===== src/rtl/fft_pkg.sv =====
// fft_pkg: constants and types shared by the radix-2 pipelined FFT front end.
//   FFT_N    - frame length in points (power of two, >= 4)
//   SAMPLE_W - real sample width, signed two's complement
//   IDX_W    - twiddle index width, log2(FFT_N)
//   state_e  - input commutator phase: FILL buffers the first half-frame,
//              PAIR emits (x[k], x[k+N/2], k) pairs.
package fft_pkg;
  localparam int FFT_N    = 8;
  localparam int SAMPLE_W = 8;
  localparam int IDX_W    = $clog2(FFT_N);

  typedef enum logic {
    FILL = 1'b0,
    PAIR = 1'b1
  } state_e;
endpackage


===== src/rtl/fft_delay_buf.sv =====
// fft_delay_buf: DEPTH x W register file holding the first half of an FFT
// frame. One synchronous write port, one asynchronous read port. The array
// has no reset; its contents are only read after being written in the
// current frame.
//   clk     - rising-edge clock
//   wr_en   - write strobe
//   wr_addr - write address
//   wr_data - write data
//   rd_addr - read address
//   rd_data - read data (combinational)
module fft_delay_buf #(
  parameter int DEPTH = 4,
  parameter int W     = 8,
  parameter int AW    = 2
) (
  input  logic                clk,
  input  logic                wr_en,
  input  logic [AW-1:0]       wr_addr,
  input  logic signed [W-1:0] wr_data,
  input  logic [AW-1:0]       rd_addr,
  output logic signed [W-1:0] rd_data
);

  logic signed [W-1:0] mem_q [DEPTH];

  always_ff @(posedge clk) begin
    if (wr_en) begin
      mem_q[wr_addr] <= wr_data;
    end
  end

  assign rd_data = mem_q[rd_addr];

endmodule


===== src/rtl/fft_pair_feeder.sv =====
// fft_pair_feeder: input commutator for a radix-2 pipelined FFT. Accepts one
// real sample per cycle in natural order, buffers x[0..N/2-1], and as
// x[N/2..N-1] arrive emits registered pairs (x[k], x[k+N/2], k) to the
// 2-point butterfly stage.
//   clk, rst_n         - clock, asynchronous active-low reset
//   s_valid/s_ready    - input sample handshake
//   s_data, s_last     - sample and end-of-frame marker
//   m_valid/m_ready    - output pair handshake
//   m_in1, m_in2       - x[k], x[k+N/2]
//   m_index            - twiddle index k (0..N/2-1)
//   frame_err          - one-cycle pulse when s_last is misaligned
module fft_pair_feeder
  import fft_pkg::state_e, fft_pkg::FILL, fft_pkg::PAIR;
#(
  parameter int N     = fft_pkg::FFT_N,
  parameter int W     = fft_pkg::SAMPLE_W,
  parameter int IDX_W = fft_pkg::IDX_W
) (
  input  logic                clk,
  input  logic                rst_n,
  input  logic                s_valid,
  output logic                s_ready,
  input  logic signed [W-1:0] s_data,
  input  logic                s_last,
  output logic                m_valid,
  input  logic                m_ready,
  output logic signed [W-1:0] m_in1,
  output logic signed [W-1:0] m_in2,
  output logic [IDX_W-1:0]    m_index,
  output logic                frame_err
);

  localparam int HALF = N / 2;
  localparam int AW   = IDX_W - 1;

  logic [IDX_W-1:0]    cnt_q, cnt_d;
  logic                m_valid_q, m_valid_d;
  logic signed [W-1:0] m_in1_q, m_in1_d;
  logic signed [W-1:0] m_in2_q, m_in2_d;
  logic [IDX_W-1:0]    m_index_q, m_index_d;
  logic                frame_err_q, frame_err_d;

  state_e              state;
  logic                accept;
  logic                last_pos;
  logic                buf_we;
  logic signed [W-1:0] buf_rd;

  // The phase is the counter MSB: the upper half of cnt is PAIR.
  always_comb begin
    state = FILL;
    if (cnt_q[IDX_W-1]) begin
      state = PAIR;
    end
  end

  assign last_pos = (cnt_q == IDX_W'(N - 1));
  assign s_ready  = (state == FILL) || !m_valid_q || m_ready;
  assign accept   = s_valid && s_ready;
  assign buf_we   = accept && (state == FILL);

  // Low counter bits address both the write (FILL) and the read (PAIR),
  // since cnt - N/2 in PAIR is just cnt with its MSB cleared.
  fft_delay_buf #(
    .DEPTH (HALF),
    .W     (W),
    .AW    (AW)
  ) u_buf (
    .clk     (clk),
    .wr_en   (buf_we),
    .wr_addr (cnt_q[AW-1:0]),
    .wr_data (s_data),
    .rd_addr (cnt_q[AW-1:0]),
    .rd_data (buf_rd)
  );

  always_comb begin
    cnt_d       = cnt_q;
    m_valid_d   = m_valid_q;
    m_in1_d     = m_in1_q;
    m_in2_d     = m_in2_q;
    m_index_d   = m_index_q;
    frame_err_d = 1'b0;

    if (m_ready) begin
      m_valid_d = 1'b0;
    end

    if (accept) begin
      // Early or missing s_last both flag an error; either way the frame
      // restarts at x[0], abandoning any partially buffered half-frame.
      frame_err_d = (s_last != last_pos);
      if (s_last || last_pos) begin
        cnt_d = '0;
      end else begin
        cnt_d = cnt_q + IDX_W'(1);
      end

      if (state == PAIR) begin
        m_valid_d = 1'b1;
        m_in1_d   = buf_rd;
        m_in2_d   = s_data;
        m_index_d = {1'b0, cnt_q[AW-1:0]};
      end
    end
  end

  always_ff @(posedge clk or negedge rst_n) begin
    if (!rst_n) begin
      cnt_q       <= '0;
      m_valid_q   <= 1'b0;
      m_in1_q     <= '0;
      m_in2_q     <= '0;
      m_index_q   <= '0;
      frame_err_q <= 1'b0;
    end else begin
      cnt_q       <= cnt_d;
      m_valid_q   <= m_valid_d;
      m_in1_q     <= m_in1_d;
      m_in2_q     <= m_in2_d;
      m_index_q   <= m_index_d;
      frame_err_q <= frame_err_d;
    end
  end

  assign m_valid   = m_valid_q;
  assign m_in1     = m_in1_q;
  assign m_in2     = m_in2_q;
  assign m_index   = m_index_q;
  assign frame_err = frame_err_q;

endmodule


===== config.mk =====
export PLATFORM = sky130hd
export DESIGN_NAME = fft_pair_feeder
export DESIGN_NICKNAME = d
export VERILOG_FILES = /design/src/rtl/fft_pkg.sv /design/src/rtl/fft_delay_buf.sv /design/src/rtl/fft_pair_feeder.sv
export SDC_FILE = /design/constraint.sdc
export NUM_CORES = 1
export LEC_CHECK = 0
export BUFFER_PORTS_ARGS = -buffer_cell sky130_fd_sc_hd__buf_2
export CAP_MARGIN = 5
export CORE_MARGIN = 2
export CORE_UTILIZATION = 50
export DETAILED_ROUTE_END_ITERATION = 16
export PLACE_DENSITY = 0.76
export SYNTH_ARGS = -nofsm -noshare
export SYNTH_HDL_FRONTEND = slang
export SYNTH_SLANG_ARGS = --single-unit

===== constraint.sdc =====
create_clock -name clk -period 2.82 [get_ports clk]
set_input_delay 0.282 -clock clk [delete_from_list [all_inputs] [get_ports clk]]
set_output_delay 0.282 -clock clk [all_outputs]
set_load 0.02 [all_outputs]

==> metrics.yaml <==
critPathMaxStageDelay_ps: 570
pre_cts_slack_ps: 943
rsz0062_at_grt: "false"
ant_nets: 0
fin_crit_ps: 1890
grt_pass1_wl_mm: 5.86
postCtsSetupRepairBufs: 0
tns_ps: 0
yosys_register_bits: 55
vias: 1106
hold_viol: 0
worstPathArrival_ps: 2080
cts_tree: "built"
grt.total_usage_pct: 15.9
clock-sinks: 55
yosys.area.top_type_share_pct: 43.7
wl_per_cell_um: 17.6
drt-vias-per-instance: 5.40
tightest_slew_ps: 684
max_cap_violations: 0
diodes: 0
p_leak_nw: 1.04
place_inst: 196
critical_path.endpoint_type: "register"
gp_congestion: 0.747
finalNonFillerCells: 205
drt-initial-drc-count: 57
drc: 0
syn_inst: 115
dr.pass1.iters: 4
synthArstFlopShare_pct: 41.8
peakVddDrop_mv: 0.603
final_nets: 171
fin_total_pwr_w: 0.00219
ys_types: 20
io_buffers: 33
clockBufferDepth: 2
h-tree-depth: 2
cp_max_fo: 10
max_freq_mhz: 530
ys_seq_area_share_pct: 69.8
outcome: "complete, no violations"
row_count: 24
synthTopCellsByArea: "edfxtp_1 (44%), dfrtp_1 (26%), mux4_2 (8.2%)"
topRoutingLayerUsed: "met4"
dr_wl_met3_um: 168
initial_utilization_pct: 51.3
wl_met2_mm: 1.82
fin_crit_sh_pct: 66.9
syn_area_per_cell_um2: 19.1
slew_headroom_pct: 54.2
power.density_nw_per_um2: 878
syn-num-nets: 134
worst_slack_ps: 934
hold_class: "primary input to register"
grt_pass1_vias: 1167
synth-edff-count: 32
drt-total-wl_mm: 3.60
path_clk_slew_ps: 90
dieArea_um2: 4950
clk_latency_ps: 310
synthFlopType: "edfxtp_1"
path_cells: "nand2_1 -> nor2b_2 -> buf_4 -> mux2_2"
die_w_um: 70.3
crit_family: "simple AND/OR/NAND/NOR gates"
drive_gt1_share_pct: 45.1
setup.worst_path.class: "register to register"
post_synth_instance_area_um2: 2200
cts_buffers: 5
setup_viol: 0
grt_max_degree: 24
antenna_found_initial: 0
critPathSlowestCell: "nor2b_2"
grt.overflow.total: 0
ys_warn_count: 0
fin_skew_ps: 7.80
slew_viol_final: 0
critPathBufInv: 1
cts_root_buf: "clkbuf_8"
wl_met1_mm: 1.56
yosys.area.top_type: "edfxtp_1"
pin_count: 35
hold_slack_ps: 199
core_area_um2: 4290
required_ps: 3020
syn_to_final_growth_pct: 13.2
die-height_um: 70.3
dp_hpwl_mm: 2.43
cp-start-kind: "register"
==> worst paths after layout <==
kind                            from                end  slack, ps  depth (start not counted)
max in group asynchronous      rst_n           cnt_q[0]       1980                          2
hold / removal             s_data[0]  u_buf.mem_q[1][0]        200                          1
setup reg to reg            cnt_q[2]         m_index[1]        930                          4
setup / recovery            cnt_q[2]         m_index[1]        930                          4
hold reg to reg             m_in2[7]           m_in2[7]        510                          1
min in group asynchronous      rst_n           m_in1[0]        480                          2
==> cell usage after synthesis, types with 2 or more instances <==
cell type and count:
mux2i_1 2, nor2b_1 2, dfrtp_1 23, buf_6 3, mux2_2 10, mux2_4 8, mux4_2 8, edfxtp_1 32
and2_1 4, nand2_1 5, ha_1 6, inv_1 4
==> cells in the final DEF (no fill, tap or decap), types with 2 or more instances in the layout <==
| master | Yosys | final |
|---|---|---|
| mux2i_1 | 2 | 2 |
| mux4_2 | 8 | 8 |
| clkbuf_8 | 0 | 5 |
| mux2_2 | 10 | 10 |
| mux2_4 | 8 | 8 |
| inv_1 | 4 | 4 |
| edfxtp_1 | 32 | 32 |
| dfrtp_1 | 23 | 23 |
| buf_2 | 0 | 33 |
| ha_1 | 6 | 6 |
| and2_1 | 4 | 4 |
| nand2_1 | 5 | 5 |
==> through the flow <==
step	utilization [%]	instance area [um^2]
floorplan	-	2200
global placement	55.8	2400
detailed placement	55.8	2400
CTS	58.0	2490
global route	58.0	2490
finish	58.0	2490
==> what timing repair did <==
action | 4_1_cts | 5_1_grt
hold endpoints to repair | 23 | 0
hold buffers | 1 | 0
resized for setup | 0 | 0
==> per-layer routing <==
metal,GRT usage [%],vias up
li1,-,494
met1,20.4,576
met2,25.6,30
met3,5.34,6
met4,5.13,0
met5,0,-
==> report_power, final <==
group          switching [W]  internal (W)  leakage (nW)
clock network       0.000243      0.000176        0.0452
registers           0.000109       0.00104         0.582
logic               0.000329      0.000296         0.414
==> worst reg2reg max path: stages (launching register included) <==
cell,delay [ps]
dfrtp_1,430
nand2_1,100
nor2b_2,570
buf_4,330
mux2_2,360
==> state kept, by name (all words and copies together) (netlist names) <==
signal / flops
frame_err: 1
m_index: 2
cnt_q: 3
m_in2: 8
m_in1: 8
u_buf.mem_q: 32
m_valid: 1
==> final cells by class <==
cell class                      count  area, um^2
Multi-Input combinational cell     51         607
Clock buffer                        6        72.6
Timing Repair Buffer               35         183
Sequential cell                    55        1540
Fill cell                         339        1800
Inverter                            4        15.0
Tap cell                           52        65.1
Clock inverter                      2        13.8
==> cell families (layout without fill, tap and decap cells) <==
family | Yosys count | count (layout) | synth area share (%)
DFF | 55 | 55 | 69.8
muxes | 28 | 28 | 19.7
and+or+nand+nor | 15 | 15 | 3.75
buffers and inverters | 9 | 47 | 2.73
adders and majority gates | 6 | 6 | 3.41
other | 1 | 1 | 0.170
AOI/OAI and AO/OA | 1 | 1 | 0.455
Power figures use the tool's default switching activity.
